--- src/rtl/io_display_port_pkg.sv ---
// io_display_port_pkg: shared widths and active-low gfedcba seven-segment glyphs
package io_display_port_pkg;
  localparam int DATA_W = 32;
  localparam int NIB_W = 4;
  localparam logic [6:0] SEG_0 = 7'b100_0000;
  localparam logic [6:0] SEG_1 = 7'b111_1001;
  localparam logic [6:0] SEG_2 = 7'b010_0100;
  localparam logic [6:0] SEG_3 = 7'b011_0000;
  localparam logic [6:0] SEG_4 = 7'b001_1001;
  localparam logic [6:0] SEG_5 = 7'b001_0010;
  localparam logic [6:0] SEG_6 = 7'b000_0010;
  localparam logic [6:0] SEG_7 = 7'b111_1000;
  localparam logic [6:0] SEG_8 = 7'b000_0000;
  localparam logic [6:0] SEG_9 = 7'b001_0000;
  localparam logic [6:0] SEG_A = 7'b000_1000;
  localparam logic [6:0] SEG_B = 7'b000_0011;
  localparam logic [6:0] SEG_C = 7'b010_0111;
  localparam logic [6:0] SEG_D = 7'b010_0001;
  localparam logic [6:0] SEG_E = 7'b000_0110;
  localparam logic [6:0] SEG_F = 7'b000_1110;
  localparam logic [6:0] SEG_BLANK = 7'b111_1111;
endpackage

--- src/rtl/io_display_port_hex7seg.sv ---
// hex7seg: combinational nibble to active-low seven-segment glyph
module hex7seg
  import io_display_port_pkg::*;
(
  input  logic [NIB_W-1:0] nib,
  output logic [6:0]       seg
);
  always_comb
    case (nib)
      4'h0: seg = SEG_0;
      4'h1: seg = SEG_1;
      4'h2: seg = SEG_2;
      4'h3: seg = SEG_3;
      4'h4: seg = SEG_4;
      4'h5: seg = SEG_5;
      4'h6: seg = SEG_6;
      4'h7: seg = SEG_7;
      4'h8: seg = SEG_8;
      4'h9: seg = SEG_9;
      4'hA: seg = SEG_A;
      4'hB: seg = SEG_B;
      4'hC: seg = SEG_C;
      4'hD: seg = SEG_D;
      4'hE: seg = SEG_E;
      4'hF: seg = SEG_F;
      default: seg = SEG_BLANK;
    endcase
endmodule

--- src/rtl/io_display_port.sv ---
// io_display_port: debounced switch inputs, CPU output registers, per-channel hex digits
// Define IO_CHANGE_IRQ_EN to enable the sticky switch-change interrupt.
module io_display_port
  import io_display_port_pkg::*;
#(
  parameter int NUM_IN_CH  = 2,
  parameter int NUM_OUT_CH = 2,
  parameter int DEB_CYCLES = 4,
  parameter int SEL_W      = 2
) (
  input  logic                                 clock,
  input  logic                                 reset,
  input  logic [NIB_W*NUM_IN_CH-1:0]           sw,
  input  logic                                 out_we,
  input  logic [SEL_W-1:0]                     out_sel,
  input  logic [DATA_W-1:0]                    out_wdata,
  output logic [DATA_W*NUM_IN_CH-1:0]          in_data,
  output logic [DATA_W*NUM_OUT_CH-1:0]         out_data,
  output logic [7*(NUM_IN_CH+NUM_OUT_CH)-1:0]  hex,
  output logic                                 irq,
  input  logic                                 irq_ack
);
  localparam int SW_W = NIB_W * NUM_IN_CH;
  localparam int CW = $clog2(DEB_CYCLES) + 1;
  logic [SW_W-1:0] s1, s2, cand, stable;
  logic [CW-1:0] cnt;
  logic [DATA_W-1:0] out_r [NUM_OUT_CH];
  logic accept;
  assign accept = (s2 == cand) && (cnt == CW'(DEB_CYCLES - 1));
  // cnt saturates once the candidate is accepted, so a steady input keeps accepting
  always_ff @(posedge clock or negedge reset)
    if (!reset) begin
      s1 <= '0;
      s2 <= '0;
      cand <= '0;
      stable <= '0;
      cnt <= '0;
    end else begin
      s1 <= sw;
      s2 <= s1;
      if (s2 != cand) begin
        cand <= s2;
        cnt <= '0;
      end else if (accept) stable <= cand;
      else cnt <= cnt + CW'(1);
    end
  always_ff @(posedge clock or negedge reset)
    if (!reset) for (int j = 0; j < NUM_OUT_CH; j++) out_r[j] <= '0;
    else for (int j = 0; j < NUM_OUT_CH; j++) if (out_we && out_sel == SEL_W'(j)) out_r[j] <= out_wdata;
`ifdef IO_CHANGE_IRQ_EN
  always_ff @(posedge clock or negedge reset)
    if (!reset) irq <= 1'b0;
    else irq <= (accept && cand != stable) || (irq && !irq_ack);
`else
  logic unused_ack;
  assign unused_ack = irq_ack;
  assign irq = 1'b0;
`endif
  for (genvar k = 0; k < NUM_IN_CH; k++) begin : g_in
    assign in_data[DATA_W*k +: DATA_W] = {{(DATA_W-NIB_W){1'b0}}, stable[NIB_W*k +: NIB_W]};
    hex7seg u_seg (.nib(stable[NIB_W*k +: NIB_W]), .seg(hex[7*k +: 7]));
  end
  for (genvar j = 0; j < NUM_OUT_CH; j++) begin : g_out
    assign out_data[DATA_W*j +: DATA_W] = out_r[j];
    hex7seg u_seg (.nib(out_r[j][NIB_W-1:0]), .seg(hex[7*(NUM_IN_CH+j) +: 7]));
  end
endmodule
--- config.mk ---
export PLATFORM = sky130hd
export DESIGN_NAME = io_display_port
export DESIGN_NICKNAME = d
export VERILOG_FILES = /design/src/rtl/io_display_port_pkg.sv /design/src/rtl/io_display_port_hex7seg.sv /design/src/rtl/io_display_port.sv
export SDC_FILE = /design/constraint.sdc
export NUM_CORES = 1
export LEC_CHECK = 0
export ABC_AREA = 1
export BUFFER_PORTS_ARGS = -buffer_cell sky130_fd_sc_hd__buf_2
export CORE_UTILIZATION = 48
export DETAILED_ROUTE_END_ITERATION = 6
export PLACE_DENSITY = 0.78
export SLEW_MARGIN = 20
export SYNTH_ARGS = -nofsm -noshare
export SYNTH_HDL_FRONTEND = slang
export SYNTH_HIERARCHICAL = 1
export SYNTH_SLANG_ARGS = --single-unit
export TNS_END_PERCENT = 30
--- constraint.sdc ---
create_clock -name clock -period 2.3 [get_ports clock]
set_input_delay 0.23 -clock clock [delete_from_list [all_inputs] [get_ports clock]]
set_output_delay 0.23 -clock clock [all_outputs]
set_load 0.01 [all_outputs]
* Word-level counts from Yosys, hierarchy flattened
Memory sizes are Yosys's and may differ from the RTL's.
Index checks and enable logic that the tools add are counted.
** Storage, ports and cells
- Memories :: 4
- Memory bits (read-only) :: 448
- Bits in registers :: 99
- Logic and storage cells :: 25
** Memories
- (no name shown) :: words 16, width 7, read ports 1, clocked after memory_dff 0, write ports 0, line io_display_port_hex7seg.sv:9 : case (nib)
- (no name shown) :: words 16, width 7, read ports 1, clocked after memory_dff 0, write ports 0, line io_display_port_hex7seg.sv:9
- (no name shown) :: words 16, width 7, read ports 1, clocked after memory_dff 0, write ports 0, line io_display_port_hex7seg.sv:9
- (no name shown) :: words 16, width 7, read ports 1, clocked after memory_dff 0, write ports 0, line io_display_port_hex7seg.sv:9
** Cells by class
- Add/subtract/negate cells :: 1
- Equal/unequal tests :: 5
- Muxes and demuxes :: 2
- Reduce and logical (&&, ||, !) cells :: 5
- Bitwise operators :: 1
** Operators by type and width (count)
- $eq A8 B8 Y1 :: 1
- $ne A8 B8 Y1 :: 1
- $mux W3 :: 2
- $add A3 B1 Y3 const B :: 1
- $eq A3 B2 Y1 const B :: 1
- $logic_and A1 B1 Y1 :: 3
- $eq A2 B1 Y1 const B :: 1
- $logic_not A2 Y1 :: 1
- $ne A2 B1 Y1 const B :: 1
- $reduce_and A2 Y1 :: 1
- $not A1 Y1 :: 1

* Longest topological paths before layout
Gate-level depths: netlist (run 1).
- Depth after elaboration :: 4
- Gate-level depth with buffers :: 8
- Depth with buffers taken out :: 8

* Modules after synthesis
Netlist (run 1), hierarchy kept.
** By module, submodules not included
- io_display_port :: cells an instance 407, area an instance 4040.1 µm², instances 1
- hex7seg :: cells an instance 47, area an instance 266.5 µm², instances 4

* Worst setup path after synthesis (run 1)
OpenSTA, ideal clock, no wires.
- Path type :: flip-flop to output port
- Start point :: reg stable[4]
- End point :: out hex[10]
- Arrival :: 1150 ps
- Cell stages (with the launch flop) :: 8
- Buffers on the path :: 0
- Slack :: 920 ps
- Required time :: 2070 ps
- Cells stage by stage :: dfrtp_1 inv_1 ha_1 inv_1 nand2_1 nand2_1 nand2_1 nand2_1
** Between the ends
- Longest elaborated chain between the ends :: 1
** Ends and longest elaborated chain
- from (decl) :: line io_display_port.sv:25 : logic [SW_W-1:0] s1, s2, cand, stable;
- from (signal assigned) :: line io_display_port.sv:44 : end else if (accept) stable <= cand;
- $mem_v2 Z16 W7
- to (decl) :: line io_display_port.sv:19 : output logic [7*(NUM_IN_CH+NUM_OUT_CH)-1:0] hex,
Every way passes these cells.

* Final worst setup path (run 1)
- Start point :: reg stable[5]
- End point :: out hex[10]
Same word-level chain as after synthesis.

==> out/metrics.yaml, run 1 <==
cp-endpoint: "hex[10]"
netlist_area_um2: 5110
antenna_left: 0
cts.repair.resized: 0
yosysTopAreaCell: "dfrtp_1"
htree_levels: 3
areaGrowthSynthToFinish_pct: 17.3
clkSinkCount: 99
critPathKind: "reg2out"
crit_start: "stable[5]$_DFFE_PN0P_"
core_um2: 10300
path_max_fanout: 7
async_reset_ff_share_pct: 100
design_area_um2: 5990
postLayoutCoreUtil_pct: 58.0
wire_per_inst_um: 11.2
placed_cells: 848
ys.flop_type: "dfrtp_1"
dpl.hpwl_um: 7090
rsz0062_at_grt: "false"
start_util_pct: 49.5
slowest_stage: "dfrtp_1"
dr.pass1.iters: 4
fin_crit_sh_pct: 84.1
finalCriticalPeriod_ns: 1.93
final_cells: 873
slew_violations: 0
final_nets: 804
hold_viol_final: 0
fmax_mhz: 517
critPathMaxStageDelay_ns: 0.45
ys_types: 25
grt_pass1_vias: 3771
r2r_start: "cnt[0]$_DFFE_PN0P_"
end_kind: "output port"
power_density_nw_per_um2: 702
dieArea_um2: 11100
critPathTopFamily: "flip-flops"
r2r_cells: 5
drt_wl_total_um: 9820
r2r_setup_slack_ns: 0.90
post_cts_buffers: 0
grt_max_degree: 70
chipHeight_um: 105
cp.arrival_ns: 1.70
whs_ns: 0.125
rows: 37
antennaDiodeCount: 0
tightest_slew_ns: 0.544
yosys_warnings: 6
crit_buf_inv: 3
final.fill_count: 919
portBuffers: 144
cpMostUsedCell: "nand2_1"
syn_inst: 595
route.detailed.drc: 0
grt_overflow: 0
setup_violations: 0
hold_buffers: 9
critPathLaunchType: "flop"
vias: 3994
place_area_um2: 5680
ys_ff_latch: 99
hp-class: "in2reg"
synth.top_cell.area_share_pct: 48.5
io_pins: 203
path_cells: "inv_1 > ha_1 > inv_1 > nand2_1 > nand2_1 > nand2_1 > nand2_1 > buf_2"
synth_edf_count: 0
avgSynthCellArea_um2: 8.58
skew_ns: 0.00769
r2r_end: "stable[6]$_DFFE_PN0P_"
root_buffer: "clkbuf_8"
path_depth: 8
drive_gt1_share_pct: 24.8
ir_worst_vdd_mv: 0.740
ys_seq_area_share_pct: 48.5
clk-insertion-delay-late_ns: 0.36
mostFrequentLayoutCell: "nand2_1"
cts_buffers: 9
die_x_um: 105
grt.total_usage_pct: 18.2
mostFrequentLayoutCells: "nand2_1, buf_2, dfrtp_1"
p_leak_nw: 3.51
crit_required_ns: 2.07
cap_violations: 0
antenna_found_initial: 0
gp_congestion: 0.910
clock_path_buffers: 2
slew_headroom_pct: 63.7
ys_top_cells_by_area: "dfrtp_1, nand2_1, buf_4"
clk_pin_slew_ns: 0.10
status: "finished, final reports clean"
drtIter0Drc: 230
grt_pass1_wl_um: 16400
cts_tree: "built"
tns_ns: 0
viasPerCell: 4.58
[stage by stage]
stage / power, mW / setup slack [ns]
after floorplan: 2.71 / 0.920
after CTS: 4.26 / 0.330
final: 4.21 / 0.366
after global routing: 4.45 / 0.210
after global placement: 3.00 / 0.793
after detailed placement: 3.04 / 0.741
[worst min-delay path: stages]
cell,delay [ns]
buf_2,0.09
inv_1,0.05
o21ai_0,0.08
[flip-flops by register name, indices dropped and copies added (netlist names)]
register  flops
cand          8
cnt           3
out_data     64
s1            8
s2            8
stable        8
[power by group]
part | internal (mW) | leakage, nW | switching, mW
Combinational | 0.365 | 2.18 | 0.553
Clock | 0.615 | 0.103 | 0.576
Sequential | 1.94 | 1.23 | 0.158
Total | 2.92 | 3.51 | 1.29
[synth_stat cells (2+ instances only)]
cell type  number
nand2_1       190
dfrtp_1        99
o21ai_0        64
buf_4          57
inv_1          57
ha_1           26
nand3_1        20
clkbuf_1       16
buf_2           9
nand2_2         8
nand4_1         8
a21oi_1         5
nor2_1          5
buf_6           4
inv_6           4
nand2_4         4
o21ai_1         4
o22ai_1         4
xnor2_1         4
nor2_4          2
[worst min path at each step]
stage / slack (ns) / cells after the start / endpoint / start
final: 0.12 / 3 / out_data[35]$_DFFE_PN0P_ / out_wdata[3]
after global routing: 0.11 / 3 / out_data[35]$_DFFE_PN0P_ / out_wdata[3]
after CTS: 0.10 / 3 / out_data[41]$_DFFE_PN0P_ / out_wdata[9]
after detailed placement: 0.19 / 1 / out_data[59]$_DFFE_PN0P_ / reset
after global placement: 0.18 / 1 / out_data[24]$_DFFE_PN0P_ / reset
after floorplan: -0.07 / 0 / cand[0]$_DFFE_PN0P_ / reset
[area by class of cell]
class	count	area (um^2)	area share, %
Clock inverter	6	88.8	1.48
Timing Repair Buffer	156	861	14.4
Tap cell	136	170	2.84
Clock buffer	10	128	2.13
Inverter	61	249	4.16
Multi-Input combinational cell	405	2010	33.6
Sequential cell	99	2480	41.4
[kinds of logic after synthesis]
family | after synthesis | synth area share [%]
AO/OA/AOI/OAI | 77 | 7.65
other | 1 | 0.0734
AND/OR/NAND/NOR | 239 | 20.1
XOR/XNOR | 5 | 0.858
adder cells (fa/ha/maj) | 26 | 6.37
flip-flops | 99 | 48.5
multiplexers | 1 | 0.196
buffers and inverters | 147 | 16.2
[routing by layer]
layer / vias up / track usage, % / part of all wire, %
met1: 1826 / 20.3 / 41
li1: 1999 / - / -
met4: 0 / 6.34 / 1.1
met2: 156 / 32.8 / 51
met5: - / 0 / 0
met3: 13 / 5.36 / 6.9
Power figures use the tool's default switching activity.
==> run 2, diff against run 1 <==
Clock period 2.3 ns to 1.8 ns, I/O delays scaled along.
==> run 2 against run 1 <==
Against the previous run:
- final cell count up 2.1%
- highest routed layer unchanged
- sequential power rose by 28%
- total power is 33% higher
- non-clock buffer count is 18 higher
- routed wire length rose by 3.4%
- clock skew barely moved
- register-to-register slack got worse by 0.54 ns
- critical endpoint is now hex[5]
- clock power rose by 41%
==> out/metrics.yaml, run 2 (synthesis results as in run 1) <==
ir_worst_vdd_mv: 0.676
pwr-share-clk_pct: 29.9
io_pins: 203
seq_power_share_pct: 47.9
mostFrequentLayoutCell: "nand2_1"
drt_wl_total_um: 10200
hold_start: "out_wdata[13]"
p_int_mw: 3.93
slew_violations: 0
grt_pass1_wl_um: 16900
cp.arrival_ns: 1.53
min_to: "out_data[13]$_DFFE_PN0P_"
start_util_pct: 49.5
dpl.hpwl_um: 7220
drive_gt1_share_pct: 30.3
power.switching_mw: 1.68
grt.total_usage_pct: 18.9
dieArea_um2: 11100
skew_ns: 0.00777
antenna_left: 0
crit_required_ns: 1.62
cts_buffers: 9
grt_pass1_vias: 3786
drtIter0Drc: 271
route.detailed.drc: 0
wire_per_inst_um: 11.4
power_density_nw_per_um2: 900
chipHeight_um: 105
antenna_found_initial: 0
critPathLaunchType: "flop"
htree_levels: 3
tightest_slew_ns: 0.505
holdPathStages: 3
hp-class: "in2reg"
r2r_end: "stable[6]$_DFFE_PN0P_"
cts_tree: "built"
grt_max_degree: 65
swShare_pct: 30.0
r2r_cells: 5
postLayoutCoreUtil_pct: 60.4
clk_pin_slew_ns: 0.10
fin_ws_ns: 0.0915
viasPerCell: 4.59
status: "finished, final reports clean"
areaGrowthSynthToFinish_pct: 22.2
fin_crit_sh_pct: 94.9
root_buffer: "clkbuf_8"
hold_viol_final: 0
clock_path_buffers: 2
r2r_setup_slack_ns: 0.36
pwr-share-comb_pct: 22.3
rows: 37
portBuffers: 144
tns_ns: 0
die_x_um: 105
antennaDiodeCount: 0
core_um2: 10300
mostFrequentLayoutCells: "nand2_1, buf_2, dfrtp_1"
dr.pass1.iters: 6
rsz0062_at_grt: "true"
gp_congestion: 0.892
finalCriticalPeriod_ns: 1.71
vias: 4088
path_max_fanout: 5
end_kind: "output port"
r2r_start: "cnt[0]$_DFFE_PN0P_"
slew_headroom_pct: 66.3
setup_violations: 0
final_nets: 822
cap_violations: 0
pre_cts_ws_ns: 0.314
critPathKind: "reg2out"
grt_overflow: 0
fmax_mhz: 585
p_leak_nw: 3.60
clkSinkCount: 99
largest_reg_flops: 64
clk-insertion-delay-late_ns: 0.36
## run 2: worst max-delay path, stage by stage, from the launching register on
cell and delay [ns]:
dfrtp_2 0.46, buf_4 0.15, ha_2 0.19, nand2_4 0.06, o21ai_1 0.06, nand2_1 0.06
nand2_1 0.04, buf_2 0.13
## run 2: cell type report
type / count / area, um^2
Clock buffer: 10 / 128
Clock inverter: 6 / 111
Fill cell: 918 / 4080
Inverter: 61 / 269
Multi-Input combinational cell: 405 / 2070
Sequential cell: 99 / 2490
Tap cell: 136 / 170
Timing Repair Buffer: 174 / 996
## run 2: timing repair
item                                    in CTS  in global routing
endpoints found under the setup margin       9                 11
gates resized for setup                     16                 20
buffers inserted                             0                 17
pin swaps                                    0                  5
hold buffers                                 9                  0
hold endpoints to repair                    36                  0
## run 2: how the worst max path moves through the flow
stage	startpoint	endpoint	slack [ns]	cells after the start
6_report	stable[0]$_DFFE_PN0P_	hex[5]	0.09	7
5_1_grt	stable[0]$_DFFE_PN0P_	hex[3]	-0.03	7
4_1_cts	out_data[1]$_DFFE_PN0P_	hex[17]	0.004	8
3_5_place_dp	out_data[32]$_DFFE_PN0P_	hex[24]	0.31	8
3_3_place_gp	stable[5]$_DFFE_PN0P_	hex[10]	0.36	8
2_1_floorplan	stable[4]$_DFFE_PN0P_	hex[10]	0.47	7
## run 2: per-layer routing
metal,GRT usage (%),part of all wire [%],up-vias
met5,0,0,-
li1,-,-,2037
met3,4.43,6.0,15
met4,6.84,1.5,0
met2,32.6,51,156
met1,22.9,42,1880
## run 2: stage by stage
stage | instances | hold WS [ns] | cell area, um^2 | total power, mW
6_report | 891 | 0.0741 | 6240 | 5.61
2_1_floorplan | 651 | -0.116 | 5320 | 3.47
5_1_grt | 891 | 0.0645 | 6240 | 5.94
4_1_cts | 874 | 0.0536 | 6030 | 5.60
3_3_place_gp | 849 | 0.131 | 5690 | 3.84
3_5_place_dp | 849 | 0.137 | 5690 | 3.89
## run 2: power groups by stage
stage	sequential, mW	clock, mW	combinational [mW]
floorplan	2.78	0	0.691
global placement	2.70	0	1.14
detailed placement	2.72	0	1.17
CTS	2.69	1.72	1.19
global route	2.73	1.79	1.42
finish	2.69	1.68	1.25
==> run 3, diff against run 2 <==
Clock period 1.8 ns to 1.7 ns, I/O delays scaled along.
==> run 3 against run 2 <==
Against the previous run:
- the run now ends with negative setup slack left
- die area is the same
- first-iteration DRC count down 11%
- hold slack better by 0.0011 ns
- clock power barely moved
- critical path depth unchanged
- global-route usage grew 0.39 points
- routed wire length up 4.7%
- total power grew 5.9%
- non-clock buffer count increased by 10
- combinational power rose by 11%
- sequential share of layout area fell by 1.0 points
- critical path type unchanged
- largest cell class unchanged
==> out/metrics.yaml, run 3 (synthesis results as in run 1) <==
die_x_um: 105
antenna_left: 0
design_area_um2: 6390
grt_max_degree: 67
hp-class: "in2reg"
drive_gt1_share_pct: 32.2
drtIter0Drc: 240
status: "complete, but fails checks"
r2r_cells: 5
finalCriticalPeriod_ns: 1.72
fmax_mhz: 580
dr.pass1.iters: 4
r2r_start: "cnt[0]$_DFFE_PN0P_"
start_util_pct: 49.5
rows: 37
htree_levels: 3
rsz0062_at_grt: "true"
grt_pass1_wl_um: 17300
wire_per_inst_um: 11.8
slew_headroom_pct: 66.6
largest_reg_flops: 64
areaGrowthSynthToFinish_pct: 25.2
critPathLaunchType: "flop"
postLayoutCoreUtil_pct: 61.9
clkSinkCount: 99
cts_tree: "built"
crit_start: "out_data[1]$_DFFE_PN0P_"
pre_cts_ws_ns: 0.188
critPathKind: "reg2out"
final_cells: 900
grt.total_usage_pct: 19.3
path_max_fanout: 4
antennaDiodeCount: 0
drt_wl_total_um: 10600
hold_viol_final: 0
grt_overflow: 0
clock_path_buffers: 2
gp_congestion: 0.894
crit_required_ns: 1.53
root_buffer: "clkbuf_8"
holdPathStages: 3
clk-insertion-delay-late_ns: 0.35
setup_violations: 2
io_pins: 203
power_density_nw_per_um2: 930
mostFrequentLayoutCells: "nand2_1, buf_2, dfrtp_1"
place_area_um2: 5700
viasPerCell: 4.63
dieArea_um2: 11100
mostFrequentLayoutCell: "nand2_1"
end_kind: "output port"
cp.arrival_ns: 1.55
grt_pass1_vias: 4005
tightest_slew_ns: 0.500
clk_pin_slew_ns: 0.09
core_um2: 10300
tns_ns: -0.0301
p_leak_nw: 3.65
cts_buffers: 9
p_total_mw: 5.95
portBuffers: 144
dpl.hpwl_um: 7210
placed_cells: 850
whs_ns: 0.0752
fin_ws_ns: -0.0234
hold_start: "out_wdata[18]"
violations: "negative setup slack"
skew_ns: 0.00582
chipHeight_um: 105
ir_worst_vdd_mv: 0.530
vias: 4166
route.detailed.drc: 0
fin_crit_sh_pct: 101
final_nets: 832
cap_violations: 0
antenna_found_initial: 0
slew_violations: 0
run 3: cell types whose count changed in the layout (fill, tap and decap cells not counted), sizes merged:
cell    before  now
clkinv       1    2
buf        165  175
inv         62   60
run 3: routing by layer:
metal / up-vias / track usage (%) / share of wire [%]
met1: 1928 / 22.6 / 41
li1: 2048 / - / -
met2: 171 / 34.7 / 51
met5: - / 0 / 0
met3: 19 / 3.37 / 5.6
met4: 0 / 7.95 / 1.7
run 3: timing repair:
action	CTS	global route
resized for setup	25	27
setup endpoints to repair	23	28
hold endpoints to repair	107	0
setup buffers	20	6
pin swaps	1	16
hold buffers	9	0
run 3: path summary, 6_finish.rpt:
path | end | slack [ns]
hold reg to reg | s2[1]$_DFF_PN0_ | 0.35
setup / recovery | hex[17] | -0.02
max in group asynchronous | stable[2]$_DFFE_PN0P_ | 0.98
min in group asynchronous | out_data[24]$_DFFE_PN0P_ | 0.16
hold / removal | out_data[18]$_DFFE_PN0P_ | 0.08
setup reg to reg | stable[6]$_DFFE_PN0P_ | 0.25
run 3: where the power goes:
group,leakage (nW),switching [mW],internal [mW]
Clock,0.112,0.744,0.967
Sequential,1.22,0.215,2.63
Combinational,2.32,0.814,0.581
Total,3.65,1.77,4.17
run 3: final cells by class:
cell class / count / area (um^2)
inverter: 61 / 264
tap: 136 / 170
multi-input combinational: 405 / 2150
sequential: 99 / 2490
fill: 916 / 3930
clock buffer: 10 / 128
clock inverter: 5 / 103
timing repair buffer: 184 / 1090
run 3: critical path: stages (launching register included):
cell,delay [ns]
dfrtp_2,0.45
buf_4,0.15
ha_1,0.20
nand2_2,0.10
nand2_1,0.07
nand2_1,0.06
nand2_1,0.05
buf_2,0.13
